### src/rtl/itcm_loader.sv
// Boot-time ITCM loader: packs a little-endian byte stream into ITCM words and
// holds the CPU in reset until the image is fully written.
module itcm_loader #(
    parameter int unsigned DATA_W = 64,
    parameter int unsigned DEPTH  = 2048,
    localparam int unsigned BYTES = DATA_W / 8,
    localparam int unsigned AW    = $clog2(DEPTH)
) (
    input  logic              clk,
    input  logic              cpurst_n,
    input  logic              start,
    input  logic              in_valid,
    input  logic [7:0]        in_byte,
    input  logic              in_last,
    output logic              in_ready,
    output logic              mem_we,
    output logic [AW-1:0]     mem_addr,
    output logic [DATA_W-1:0] mem_wdata,
    output logic [BYTES-1:0]  mem_wstrb,
    output logic              core_hold,
    output logic              done,
    output logic              err,
    output logic [AW:0]       words_loaded
);

    localparam int unsigned LW = $clog2(BYTES);
    localparam int unsigned BW = AW + LW + 1;
    localparam int unsigned WW = AW + 1;
    localparam logic [BW-1:0] FULL = BW'(DEPTH * BYTES);

    typedef enum logic [1:0] {
        S_IDLE,
        S_LOAD,
        S_DONE,
        S_ERR
    } state_t;

    state_t              state_q, state_d;
    logic [BW-1:0]       byte_cnt_q, byte_cnt_d;
    logic [DATA_W-1:0]   buf_data_q, buf_data_d;
    logic [BYTES-1:0]    buf_strb_q, buf_strb_d;
    logic                we_q, we_d;
    logic [AW-1:0]       addr_q, addr_d;
    logic [DATA_W-1:0]   wdata_q, wdata_d;
    logic [BYTES-1:0]    wstrb_q, wstrb_d;
    logic [WW-1:0]       words_q, words_d;

    logic [LW-1:0]       lane;
    logic [DATA_W-1:0]   fill_data;
    logic [BYTES-1:0]    fill_strb;

    always_ff @(posedge clk or negedge cpurst_n) begin
        if (!cpurst_n) begin
            state_q    <= S_IDLE;
            byte_cnt_q <= '0;
            buf_data_q <= '0;
            buf_strb_q <= '0;
            we_q       <= 1'b0;
            addr_q     <= '0;
            wdata_q    <= '0;
            wstrb_q    <= '0;
            words_q    <= '0;
        end else begin
            state_q    <= state_d;
            byte_cnt_q <= byte_cnt_d;
            buf_data_q <= buf_data_d;
            buf_strb_q <= buf_strb_d;
            we_q       <= we_d;
            addr_q     <= addr_d;
            wdata_q    <= wdata_d;
            wstrb_q    <= wstrb_d;
            words_q    <= words_d;
        end
    end

    always_comb begin
        state_d    = state_q;
        byte_cnt_d = byte_cnt_q;
        buf_data_d = buf_data_q;
        buf_strb_d = buf_strb_q;
        we_d       = 1'b0;
        addr_d     = addr_q;
        wdata_d    = wdata_q;
        wstrb_d    = wstrb_q;
        words_d    = words_q;

        // Buffer as it would look with the incoming byte merged into its lane.
        lane       = byte_cnt_q[LW-1:0];
        fill_data  = buf_data_q;
        fill_strb  = buf_strb_q;
        fill_data[{lane, 3'b000} +: 8] = in_byte;
        fill_strb[lane] = 1'b1;

        if (start) begin
            state_d    = S_LOAD;
            byte_cnt_d = '0;
            buf_data_d = '0;
            buf_strb_d = '0;
            words_d    = '0;
        end else if (state_q == S_LOAD && in_valid) begin
            if (byte_cnt_q == FULL) begin
                state_d = S_ERR;
            end else begin
                byte_cnt_d = byte_cnt_q + BW'(1);
                if ((&lane) || in_last) begin
                    // Completed word goes to the output registers; buffer restarts empty.
                    we_d       = 1'b1;
                    addr_d     = byte_cnt_q[AW+LW-1:LW];
                    wdata_d    = fill_data;
                    wstrb_d    = fill_strb;
                    words_d    = words_q + WW'(1);
                    buf_data_d = '0;
                    buf_strb_d = '0;
                end else begin
                    buf_data_d = fill_data;
                    buf_strb_d = fill_strb;
                end
                if (in_last) begin
                    state_d = S_DONE;
                end
            end
        end
    end

    assign in_ready     = (state_q == S_LOAD);
    assign done         = (state_q == S_DONE);
    assign err          = (state_q == S_ERR);
    assign core_hold    = (state_q != S_DONE);
    assign mem_we       = we_q;
    assign mem_addr     = addr_q;
    assign mem_wdata    = wdata_q;
    assign mem_wstrb    = wstrb_q;
    assign words_loaded = words_q;

endmodule

### config.mk
export PLATFORM = sky130hd
export DESIGN_NAME = itcm_loader
export DESIGN_NICKNAME = d
export VERILOG_FILES = /design/src/rtl/itcm_loader.sv
export SDC_FILE = /design/constraint.sdc
export NUM_CORES = 1
export LEC_CHECK = 0
export BUFFER_PORTS_ARGS = -buffer_cell sky130_fd_sc_hd__buf_2
export CAP_MARGIN = 30
export CORE_MARGIN = 2
export CORE_UTILIZATION = 50
export DETAILED_ROUTE_END_ITERATION = 7
export GPL_ROUTABILITY_DRIVEN = 0
export MAX_ROUTING_LAYER = met4
export PLACE_DENSITY = 0.7
export SLEW_MARGIN = 20
export SYNTH_ARGS = -nofsm -noshare
export SYNTH_HDL_FRONTEND = slang
export SYNTH_SLANG_ARGS = --single-unit
### constraint.sdc
create_clock -name clk -period 6.9 [get_ports clk]
set_clock_uncertainty 0.2 [all_clocks]
set_input_delay 1.035 -clock clk [delete_from_list [all_inputs] [get_ports clk]]
set_output_delay 1.035 -clock clk [all_outputs]
set_load 0.01 [all_outputs]
* Yosys cells after proc, flatten, opt, wreduce, memory -nomap -nowiden
Index checks and enable logic that the tools add are counted.
** Storage, ports and cells
- Flip-flop bits (word level) :: 185
- Bits of input ports :: 13
- Logic and storage cells :: 62
** Operators by class
- Add/subtract/negate cells :: 3
- $lt $le $gt $ge :: 2
- Eq/ne operators :: 6
- Shift operators :: 2
- Muxes and demuxes :: 26
- Bitwise operators :: 3
- Reductions and logical operators :: 11
** Operators by type and width (number)
- $mux 64 :: 4
- $bwmux 64 :: 1
- $shift 8x8->64 const A :: 1
- $shiftx 8x8->64 :: 1
- $mux 12 :: 4
- $mux 15 :: 3
- $mux 8 :: 4
- $add 15x1->15 const B :: 1
- $eq 15x15->1 const B :: 1
- $add 12x1->12 const B :: 1
- $mux 2 :: 4
- $neg 6->8 :: 1
- $or 8x8->8 :: 1
- $reduce_and 3->1 :: 2
- $mux 1 :: 5
- $eq 2x2->1 const B :: 2
- $lt 3x4->1 const B :: 1
- $ne 2x2->1 const B :: 2
- $reduce_and 2->1 :: 2
- $reduce_and 4->1 :: 1
- $reduce_bool 2->1 :: 2
- $demux 1 s3 :: 1
- $ge 3x1->1 const B :: 1
- $reduce_bool 3->1 :: 1
- other kinds (4) :: 6

* Logic depth before layout (Yosys ltp)
Gate-level depths: netlist of the first run.
- Depth in word-level cells :: 9
- Mapped depth :: 11
- Gate-level depth less buffers :: 7

* Least setup slack after synthesis of the first run
OpenSTA, ideal clock, no wires.
- Kind :: reg2reg
- Start :: reg byte_cnt_q[1]
- End :: reg wdata_q[40], in the netlist mem_wdata[40]
- Library setup time :: 125 ps
- Arrival :: 2455 ps
- Data required time :: 6575 ps
- Slack :: 4119 ps
- Stages on the path, launching flop included :: 9
- Cell sequence :: dfrtp_1 > inv_1 > ha_1 > ha_1 > buf_2 > nor4bb_1 > clkbuf_1 > mux2_2 > mux2_4
** On the way
- Longest elaborated chain between the ends :: 3
- Elaborated cells between the ends (all ways) :: 9
** Ends and longest elaborated chain
- start, declared :: RTL line 39 : logic [BW-1:0] byte_cnt_q, byte_cnt_d;
- start signal, assigned :: RTL line 65 : byte_cnt_q <= byte_cnt_d;
- $neg 6->8 (tied with other cells) :: RTL line 91 : fill_data[{lane, 3'b000} +: 8] = in_byte;
- $shiftx 8x8->64 (tied with other cells) :: RTL line 91
- $bwmux 64 or $reduce_and 4->1 (tied branches)
- end signal, assigned :: RTL line 70 : wdata_q <= wdata_d;
- end, declared :: RTL line 44 : logic [DATA_W-1:0] wdata_q, wdata_d;
Parallel ways exist; a longest one is shown, timed or not.
A chain may end at the register's enable or synchronous reset.

* Worst setup path after layout of the first run
- Start :: reg byte_cnt_q[0]
- End :: reg buf_data_q[12]
** On the way
- Longest elaborated chain between the ends :: 7
- Elaborated cells between the ends (all ways) :: 13
** Ends and longest elaborated chain
- $neg 6->8 :: RTL line 91
- $shiftx 8x8->64 or $shift 8x8->64 (tied branches) :: RTL line 91
- $bwmux 64 :: RTL line 91
- $mux 64 :: RTL line 105 : if ((&lane) || in_last) begin
- $mux 64 :: RTL line 101 : if (byte_cnt_q == FULL) begin
- $mux 64 :: RTL line 100 : end else if (state_q == S_LOAD && in_valid) begin
- $mux 64 :: RTL line 94 : if (start) begin
- end signal, assigned :: RTL line 66 : buf_data_q <= buf_data_d;
- end, declared :: RTL line 40 : logic [DATA_W-1:0] buf_data_q, buf_data_d;
Parallel ways exist; a longest one is shown, timed or not. The select of a mux whose other input is x is not followed.

==> results.cfg, run 1 <==
[run_status]
status = finished clean

[layout]
num_antenna_cells = 0
final_cells = 1072
final_common_cell = dfrtp_1
drive_above_1_share_pct = 35.82
final_cell_mix = 185 x dfrtp_1, 112 x buf_2, 86 x mux2_2, 56 x a21oi_1, 51 x mux2_4
finish.utilization_pct = 57.30
syn2layout_area_growth_pct = 12.76
fin_nets = 849

[die]
die_area_um2 = 19350
io_pins = 113
die_h_um = 139.1
rows = 49
die_w_um = 139.1
core_um2 = 17960
initial_core_util_pct = 50.82

[timing]
worst_pin_slew_ns = 0.9009
rsz0062_at_grt = no
slew_headroom_pct = 39.44
report.final.slew_viol_count = 0
setup_viol_count_final = 0
setup_tns_ns = 0
hold_viol_final = 0
min_period_ns = 3.761
min_period_over_period_pct = 54.50
fmax_ghz = 0.2659

[critical_path]
cp_slowest_stage_delay_ns = 0.88
worstPathMaxFanout = 19
path_cells = inv_1 -> ha_1 -> ha_1 -> nand4b_1 -> nor4_2 -> a32o_1
required_ns = 7.07
cp_top_family = simple AND/OR/NAND/NOR gates
cp-end-kind = flip-flop
critPathArrivalTime_ns = 3.93
critPathKind = flip-flop to flip-flop
path_common_cell = ha_1
startpoint_type = flip-flop
rrSetupSlack_ns = 3.14
cp_slowest_cell = nor4_2
path_buf_inv = 1

[synthesis]
yosys.area.top_type = dfrtp_1
yosys.area.top_type_share_pct = 50.71
synth_edf_count = 0
postSynthCellCount = 758
synthArstFlopShare_pct = 100.0
avgSynthCellArea_um2 = 12.04
syn-num-nets = 777
ys_seq_elements = 185
yosysWarnings = 0
yosysUniqueCellTypes = 53
synth_area_um2 = 9129
synth_area_leaders = dfrtp_1 51%, mux2_2 11%, mux2_4 8.4%
yosysSeqAreaShare_pct = 50.71
ys.flop_type = dfrtp_1

[drt]
vias = 6483
drc = 0
routed_via_density = 6.048
wl_um = 21360
drtPass1Iterations = 5
ant_nets = 0
drtIter0Drc = 536
drt-wirelength-per-cell_um = 19.92

[placed_design]
post-dp-hpwl_um = 13160
port_buffers = 112
place_inst = 1039

[power]
max-vdd-ir-drop_uv = 183.9
p_int_w = 0.001744
p_sw_w = 0.0006238
seqPwrFrac_pct = 47.9
clock_power_share_pct = 41.8
switching_share_pct = 26.35
p_leak_nw = 4.840
combPwrFrac_pct = 10.3
power_density_nw_per_um2 = 230.0

[grt]
grt_pass1_wl_um = 34580
grt_antenna_before_repair = 0
first_global_vias = 6251
grt_overflow = 0
grtUsageTotal_pct = 22.72
grt_max_degree = 186

[cts]
hold_buffers = 0
cts_setup_buffers = 0
cts.repair.resized = 0
cts_buffers = 17
cts_sinks = 185
clk_latency_ns = 0.43
clk_root_buffer_cell = clkbuf_16
cts_tree = done
cts.path.max_buffers = 2
clkTransAtPathRegs_ns = 0.07
htreeDepth = 4

[flow_run]
maxCapViolCount = 0

[worst_hold_path]
worstHoldPathType = flip-flop to flip-flop
## per-stage QoR
stage               setup WS, ns  hold WS [ns]  total power [W]  instance area [um2]
detailed placement         3.245        0.2742         0.001394                 9681
global route               2.909        0.3016         0.002450                10290
finish                     3.139        0.2925         0.002367                10290
global placement           3.238        0.2687         0.001392                 9676
CTS                        3.196        0.2941         0.002372                10270
floorplan                  4.119        0.2523         0.001302                 9129
## registers in the layout, indices dropped and copies added (netlist names)
name          count
buf_data_q       64
buf_strb_q        8
byte_cnt_q       15
mem_addr         11
mem_wdata        64
mem_we            1
mem_wstrb         8
state_q           2
words_loaded     12
## worst register-to-register path: stages, from the launching register on
cell	delay, ns
dfrtp_1	0.71
inv_1	0.19
ha_1	0.31
ha_1	0.53
nand4b_1	0.60
nor4_2	0.88
a32o_1	0.29
## worst paths after layout
path / to / depth (start not counted) / startpoint
max: buf_data_q[12] / 6 / byte_cnt_q[0]
max in group asynchronous: buf_data_q[19] / 3 / cpurst_n
min reg2reg: buf_data_q[60] / 1 / buf_data_q[60]
max reg2reg: buf_data_q[12] / 6 / byte_cnt_q[0]
min: buf_data_q[60] / 1 / buf_data_q[60]
min in group asynchronous: mem_wstrb[6] / 2 / cpurst_n
## synthesized netlist by cell type (3+ instances only)
| master | instances |
|---|---|
| dfrtp_1 | 185 |
| mux2_2 | 86 |
| a21oi_1 | 56 |
| mux2_4 | 51 |
| o31ai_1 | 42 |
| nand4_1 | 40 |
| clkbuf_1 | 36 |
| nor2_1 | 30 |
| o2bb2ai_1 | 24 |
| nand2_1 | 19 |
| nand3_1 | 18 |
| inv_1 | 16 |
| buf_6 | 14 |
| buf_2 | 11 |
| o21ai_0 | 11 |
| a31oi_1 | 9 |
| or4_1 | 9 |
| a32o_1 | 8 |
| mux2i_1 | 8 |
| nor3_1 | 7 |
| buf_4 | 6 |
| ha_1 | 6 |
| or3_1 | 6 |
| nor4_1 | 5 |
| and3_1 | 4 |
| nor2b_1 | 4 |
| and2_1 | 3 |
| nor4bb_1 | 3 |
| o31a_1 | 3 |
| xor2_1 | 3 |
## power groups by stage
stage / clock network, W / logic [W] / registers [W]
detailed placement: 0 / 0.000241 / 0.00115
CTS: 0.000997 / 0.000243 / 0.00113
global placement: 0 / 0.000239 / 0.00115
floorplan: 0 / 0.000143 / 0.00116
global route: 0.00105 / 0.000265 / 0.00114
finish: 0.000991 / 0.000244 / 0.00113
## per-layer routing
layer	up-vias	part of all wire, %	global-route usage (%)
met3	33	4.4	3.902
met2	190	45	32.90
met4	0	2.1	6.486
li1	2984	-	-
met5	-	0	-
met1	3276	49	33.14
## area by class of cell
cell class                      instances  area (um2)
Timing Repair Buffer                  122       671.9
Tap cell                              229       286.5
Fill cell                            1482        7670
Inverter                               17       63.81
Clock buffer                           19       442.9
Multi-Input combinational cell        487        4056
Clock inverter                         13       142.6
Sequential cell                       185        4629
## kinds of logic (layout without fill, tap and decap cells)
| logic type | Yosys count | in the layout | synth area share [%] |
|---|---|---|---|
| AO/OA/AOI/OAI | 162 | 162 | 12.09 |
| XOR/XNOR | 5 | 5 | 0.4798 |
| flip-flops | 185 | 185 | 50.71 |
| adder cells (fa/ha/maj) | 6 | 6 | 0.8223 |
| AND/OR/NAND/NOR | 167 | 167 | 10.69 |
| buffers and inverters | 86 | 171 | 5.085 |
| multiplexers | 147 | 147 | 20.12 |
(Power assumes the default switching activity.)
==> run 2: changes to the inputs <==
--- a/config.mk
+++ b/config.mk
@@ -5,6 +5,7 @@
 export SDC_FILE = /design/constraint.sdc
 export NUM_CORES = 1
 export LEC_CHECK = 0
+export ABC_AREA = 1
 export BUFFER_PORTS_ARGS = -buffer_cell sky130_fd_sc_hd__buf_2
 export CAP_MARGIN = 30
 export CORE_MARGIN = 2
@@ -12,7 +13,7 @@
 export DETAILED_ROUTE_END_ITERATION = 7
 export GPL_ROUTABILITY_DRIVEN = 0
 export MAX_ROUTING_LAYER = met4
-export PLACE_DENSITY = 0.7
+export PLACE_DENSITY = 0.71
 export SLEW_MARGIN = 20
 export SYNTH_ARGS = -nofsm -noshare
 export SYNTH_HDL_FRONTEND = slang
==> constraint.sdc (replaced) <==
create_clock -name clk -period 3.7 [get_ports clk]
set_clock_uncertainty 0.2 [all_clocks]
set_input_delay 0.555 -clock clk [delete_from_list [all_inputs] [get_ports clk]]
set_output_delay 0.555 -clock clk [all_outputs]
set_load 0.01 [all_outputs]
==> run 2 against run 1 <==
Non-clock buffer count rose by 4. Flip-flop and latch count did not move. Synthesized cell count rose by 45%. Clock-buffer cell count rose by 2. Utilization rose by 1.4 points.
==> results.cfg, run 2 <==
[synthesis]
yosys.area.top_type = dfrtp_1
ys_seq_elements = 185
yosysSeqAreaShare_pct = 52.71
yosysWarnings = 0
synth_edf_count = 0
postSynthCellCount = 1099
avgSynthCellArea_um2 = 7.992
yosys.area.top_type_share_pct = 52.71
synth_area_um2 = 8783
synth_area_leaders = dfrtp_1 53%, nand2_1 18%, o21ai_0 4.9%
syn-num-nets = 1118
yosysUniqueCellTypes = 32
synth_commonest_cells = 420 x nand2_1, 185 x dfrtp_1, 86 x o21ai_0
ys.flop_type = dfrtp_1
synthArstFlopShare_pct = 100.0
yosysMostFrequentCell = nand2_1

[drt]
routed_via_density = 5.199
drtIter0Drc = 679
ant_nets = 0
vias = 7430
drc = 0
drt-wirelength-per-cell_um = 14.82
drtPass1Iterations = 5
wl_um = 21170

[layout]
fin_nets = 1210
syn2layout_area_growth_pct = 15.13
final_common_cell = nand2_1
final_cell_mix = 419 x nand2_1, 185 x dfrtp_1, 111 x buf_2, 86 x o21ai_0, 82 x nand3_1
num_antenna_cells = 0
final_cells = 1429
drive_above_1_share_pct = 16.53

[power]
p_leak_nw = 5.323
power_density_nw_per_um2 = 457.7
max-vdd-ir-drop_uv = 353.7
p_total_w = 0.004628

[critical_path]
reg2reg_depth = 9
startpoint_type = flip-flop
required_ns = 3.84
r2r-end = buf_data_q[21]
timing.rr.start = byte_cnt_q[0]
worstPathMaxFanout = 39
critPathArrivalTime_ns = 3.48
cp-end-kind = flip-flop
critPathKind = flip-flop to flip-flop
rrSetupSlack_ns = 0.36

[cts]
cts_buffers = 17
cts.repair.resized = 0
clkTransAtPathRegs_ns = 0.07
cts_sinks = 185
cts.path.max_buffers = 2
htreeDepth = 4
cts_tree = done
clk_root_buffer_cell = clkbuf_16
clk_latency_ns = 0.43
cts_setup_buffers = 0

[timing]
min_period_over_period_pct = 90.34
report.final.slew_viol_count = 0
rsz0062_at_grt = no
timing.final.ws_setup_ns = 0.3572
setup_tns_ns = 0
slew_headroom_pct = 37.76
worst_pin_slew_ns = 0.9314
setup_viol_count_final = 0
fmax_ghz = 0.2992
hold_slack_ns = 0.2724
min_period_ns = 3.343
hold_viol_final = 0

[worst_hold_path]
min-delay-start = mem_wdata[30]
worstHoldPathType = flip-flop to flip-flop
hold_depth = 2
hold_path_end = mem_wdata[30]

[die]
die_area_um2 = 18640
die_w_um = 136.5
die_h_um = 136.5
rows = 48
core_um2 = 17240
initial_core_util_pct = 50.96
io_pins = 113

[grt]
first_global_vias = 6941
grt_antenna_before_repair = 0
grt_max_degree = 73
grtUsageTotal_pct = 24.56
grt_overflow = 0
grt_pass1_wl_um = 35090

[run_status]
status = finished clean

[flow_run]
maxCapViolCount = 0

[placed_design]
post-place-ws_ns = 0.4347
port_buffers = 112
place_inst = 1396
post-dp-hpwl_um = 14030
==> run 2: cell types whose count changed in the layout (fill, tap and decap cells not counted), moves of 24 or more <==
cell and delta:
nand4_1 -30, mux2_4 -51, o2bb2ai_1 -24, nand3_1 +64
mux2_2 -86, a21oi_1 -52, nand2_1 +400, o21ai_1 +71
inv_1 +59, o31ai_1 -40, o21ai_0 +75
==> run 2: cell type report <==
class / count / area [um2]
Tap cell: 225 / 281.5
Timing Repair Buffer: 126 / 711.9
Clock inverter: 11 / 215.2
Inverter: 82 / 310.3
Fill cell: 1515 / 7124
Clock buffer: 21 / 460.4
Multi-Input combinational cell: 779 / 3503
Sequential cell: 185 / 4629
==> run 2: what timing repair did <==
item                                    in CTS  in global routing
hold buffers                                 1                  0
endpoints found under the hold margin       65                  0
endpoints found under the setup margin       0                  0
==> run 2: worst max-delay path by stage <==
stage,start,slack (ns),endpoint
after floorplan,byte_cnt_q[1],1.52,mem_wdata[21]
after global placement,byte_cnt_q[0],0.51,buf_data_q[49]
after detailed placement,byte_cnt_q[0],0.43,buf_data_q[19]
after CTS,byte_cnt_q[0],0.43,buf_data_q[21]
after global routing,byte_cnt_q[0],0.04,buf_data_q[18]
final,byte_cnt_q[0],0.36,buf_data_q[21]
==> run 2: kinds of logic after synthesis <==
group / synth area share (%)
and+or+nand+nor: 28.09
DFF: 52.71
AOI/OAI and AO/OA: 10.48
buffers and inverters: 7.464
adders and majority gates: 0.8547
xor gates and xnor gates: 0.3989
==> run 2: stage by stage <==
| step | utilization [%] | area [um2] |
|---|---|---|
| detailed placement | 54.69 | 9427 |
| global placement | 54.69 | 9427 |
| global route | 58.67 | 10110 |
| floorplan | - | 8783 |
| CTS | 58.67 | 10110 |
| finish | 58.67 | 10110 |
==> run 2: power breakdown <==
part           total [W]  switching (W)  internal [W]  leakage, nW
logic           0.000412       0.000292      0.000120         2.42
registers        0.00213      0.0000453       0.00208         2.57
clock network    0.00209       0.000782       0.00131        0.333
==> run 2: per-layer routing <==
layer,track usage [%],up-vias,part of all wire (%)
met5,-,-,0
met4,7.350,0,1.7
met3,3.926,33,3.7
met2,38.33,160,48
met1,33.33,3530,47
li1,-,3707,-
==> run 2: critical path, stage by stage, from the launching register on <==
cell	delay (ns)
dfrtp_1	0.61
inv_2	0.17
ha_1	0.29
nand2_1	0.08
nor2_1	0.05
nand2_1	0.07
nor2_2	0.05
nor2_4	0.70
nand2_2	0.66
o21ai_1	0.35
==> run 3: changes to the inputs <==
--- a/config.mk
+++ b/config.mk
@@ -5,7 +5,7 @@
 export SDC_FILE = /design/constraint.sdc
 export NUM_CORES = 1
 export LEC_CHECK = 0
-export ABC_AREA = 1
+export ABC_AREA = 0
 export BUFFER_PORTS_ARGS = -buffer_cell sky130_fd_sc_hd__buf_2
 export CAP_MARGIN = 30
 export CORE_MARGIN = 2
@@ -13,7 +13,7 @@
 export DETAILED_ROUTE_END_ITERATION = 7
 export GPL_ROUTABILITY_DRIVEN = 0
 export MAX_ROUTING_LAYER = met4
-export PLACE_DENSITY = 0.71
+export PLACE_DENSITY = 0.77
 export SLEW_MARGIN = 20
 export SYNTH_ARGS = -nofsm -noshare
 export SYNTH_HDL_FRONTEND = slang
==> run 3 against run 2 <==
The run now ends with hold timing left. Cell count decreased by 24%. Largest cell class unchanged. Global-route usage decreased by 1.1 points. Register-to-register slack better by 0.10 ns. Critical endpoint is now mem_wdata[36]. Wire length grew 2.7%. Critical path type unchanged.
==> results.cfg, run 3 (same netlist as run 1, synthesis figures left out) <==
[layout]
final_cells = 1080
num_antenna_cells = 0
fin_nets = 857
syn2layout_area_growth_pct = 13.91
drive_above_1_share_pct = 36.55
final_cell_mix = 185 x dfrtp_1, 111 x buf_2, 86 x mux2_2, 56 x a21oi_1, 51 x mux2_4
final_common_cell = dfrtp_1
fin_area_um2 = 10400

[drt]
ant_nets = 0
vias = 6578
wl_met2_um = 10030
drc = 0
drtPass1Iterations = 5
drt-wirelength-per-cell_um = 20.14
m1WireLength_um = 10240
wl_um = 21750
routed_via_density = 6.091
routed.top_layer = met4
drtIter0Drc = 647
wl_met3_um = 908

[critical_path]
worstPathMaxFanout = 16
cp_slowest_stage_delay_ns = 0.59
rrSetupSlack_ns = 0.46
critPathArrivalTime_ns = 3.37
path_cells = inv_1 -> ha_1 -> ha_1 -> nor3b_1 -> and2_1 -> mux2_2 -> mux2_4
path_common_cell = ha_1
critPathKind = flip-flop to flip-flop
cp_slowest_cell = and2_1
cp_top_family = simple AND/OR/NAND/NOR gates
required_ns = 3.82
cp-end-kind = flip-flop
startpoint_type = flip-flop
path_buf_inv = 1

[placed_design]
port_buffers = 112
place_inst = 1048
post-dp-hpwl_um = 13730
placed_area_um2 = 9763

[cts]
cts.path.max_buffers = 2
hold_buffers = 0
clk_root_buffer_cell = clkbuf_16
cts_setup_buffers = 0
cts_tree = done
htreeDepth = 4
cts.repair.resized = 0
clkTransAtPathRegs_ns = 0.07
cts_buffers = 17
cts_sinks = 185
clk_latency_ns = 0.43

[timing]
min_period_ns = 3.241
report.final.slew_viol_count = 0
slew_headroom_pct = 45.19
rsz0062_at_grt = no
hold_viol_final = 15
worst_pin_slew_ns = 0.8153
hold_slack_ns = -0.01674
fmax_ghz = 0.3086
min_period_over_period_pct = 87.59
setup_tns_ns = 0
setup_viol_count_final = 0

[worst_hold_path]
worstHoldPathType = input pin to asynchronous set/reset pin

[die]
initial_core_util_pct = 50.82
die_h_um = 139.1
rows = 49
die_area_um2 = 19350
io_pins = 113
core_um2 = 17960
die_w_um = 139.1

[grt]
grt_antenna_before_repair = 0
grt_overflow = 0
grtUsageTotal_pct = 23.49
grt_pass1_wl_um = 35620
grt_max_degree = 88
first_global_vias = 6462

[power]
max-vdd-ir-drop_uv = 342.1
power_density_nw_per_um2 = 437.6
p_leak_nw = 4.905

[run_status]
violations = hold timing
status = finished, violations left

[flow_run]
maxCapViolCount = 0
-- run 3: changes by cell type in the layout (fill, tap and decap cells not counted), sizes merged, moves of 8 or more --
cell     previous run  this run
a21oi               4        56
nor2               57        31
o2bb2ai             0        24
a32o                0         8
nand2             432        19
or4                 0         9
nand3              85        18
o31ai               2        43
inv                83        22
mux2                0       139
nand4              10        40
mux2i               0         8
o21ai             167        11
-- run 3: stage by stage --
step	total power, W	worst slack, ns	hold slack [ns]	util (%)
finish	0.004551	0.4592	-0.01674	57.89
global route	0.004697	0.2589	0.04014	57.89
CTS	0.004567	0.4911	0.02552	57.89
detailed placement	0.002610	0.5394	0.2699	54.35
global placement	0.002600	0.6210	0.2683	54.35
floorplan	0.002428	0.9194	0.05941	-
-- run 3: worst paths after layout --
check / depth (start not counted) / to / startpoint
worst max-delay path: 7 / mem_wdata[36] / byte_cnt_q[1]
worst min-delay path: 1 / mem_wdata[1] / cpurst_n
worst max register to register: 7 / mem_wdata[36] / byte_cnt_q[1]
worst min register to register: 1 / buf_data_q[30] / buf_data_q[30]
max in group asynchronous: 2 / buf_data_q[62] / cpurst_n
min in group clk: 3 / state_q[0] / in_last
-- run 3: layout make-up --
type | instances | area (um2)
tap | 229 | 286.5
multi-input combinational | 487 | 4056
inverter | 17 | 63.81
fill | 1497 | 7565
clock buffer | 17 | 425.4
timing repair buffer | 130 | 726.9
clock inverter | 15 | 210.2
sequential | 185 | 4629
-- run 3: layer usage --
layer,vias up,track usage (%)
met1,3343,32.98
li1,2998,-
met3,42,4.558
met4,0,8.612
met5,-,-
met2,195,34.15
-- run 3: report_power, final --
group	switching [W]	internal [W]
clock	0.000833	0.00115
sequential	0.0000319	0.00207
combinational	0.000305	0.000161
total	0.00117	0.00338
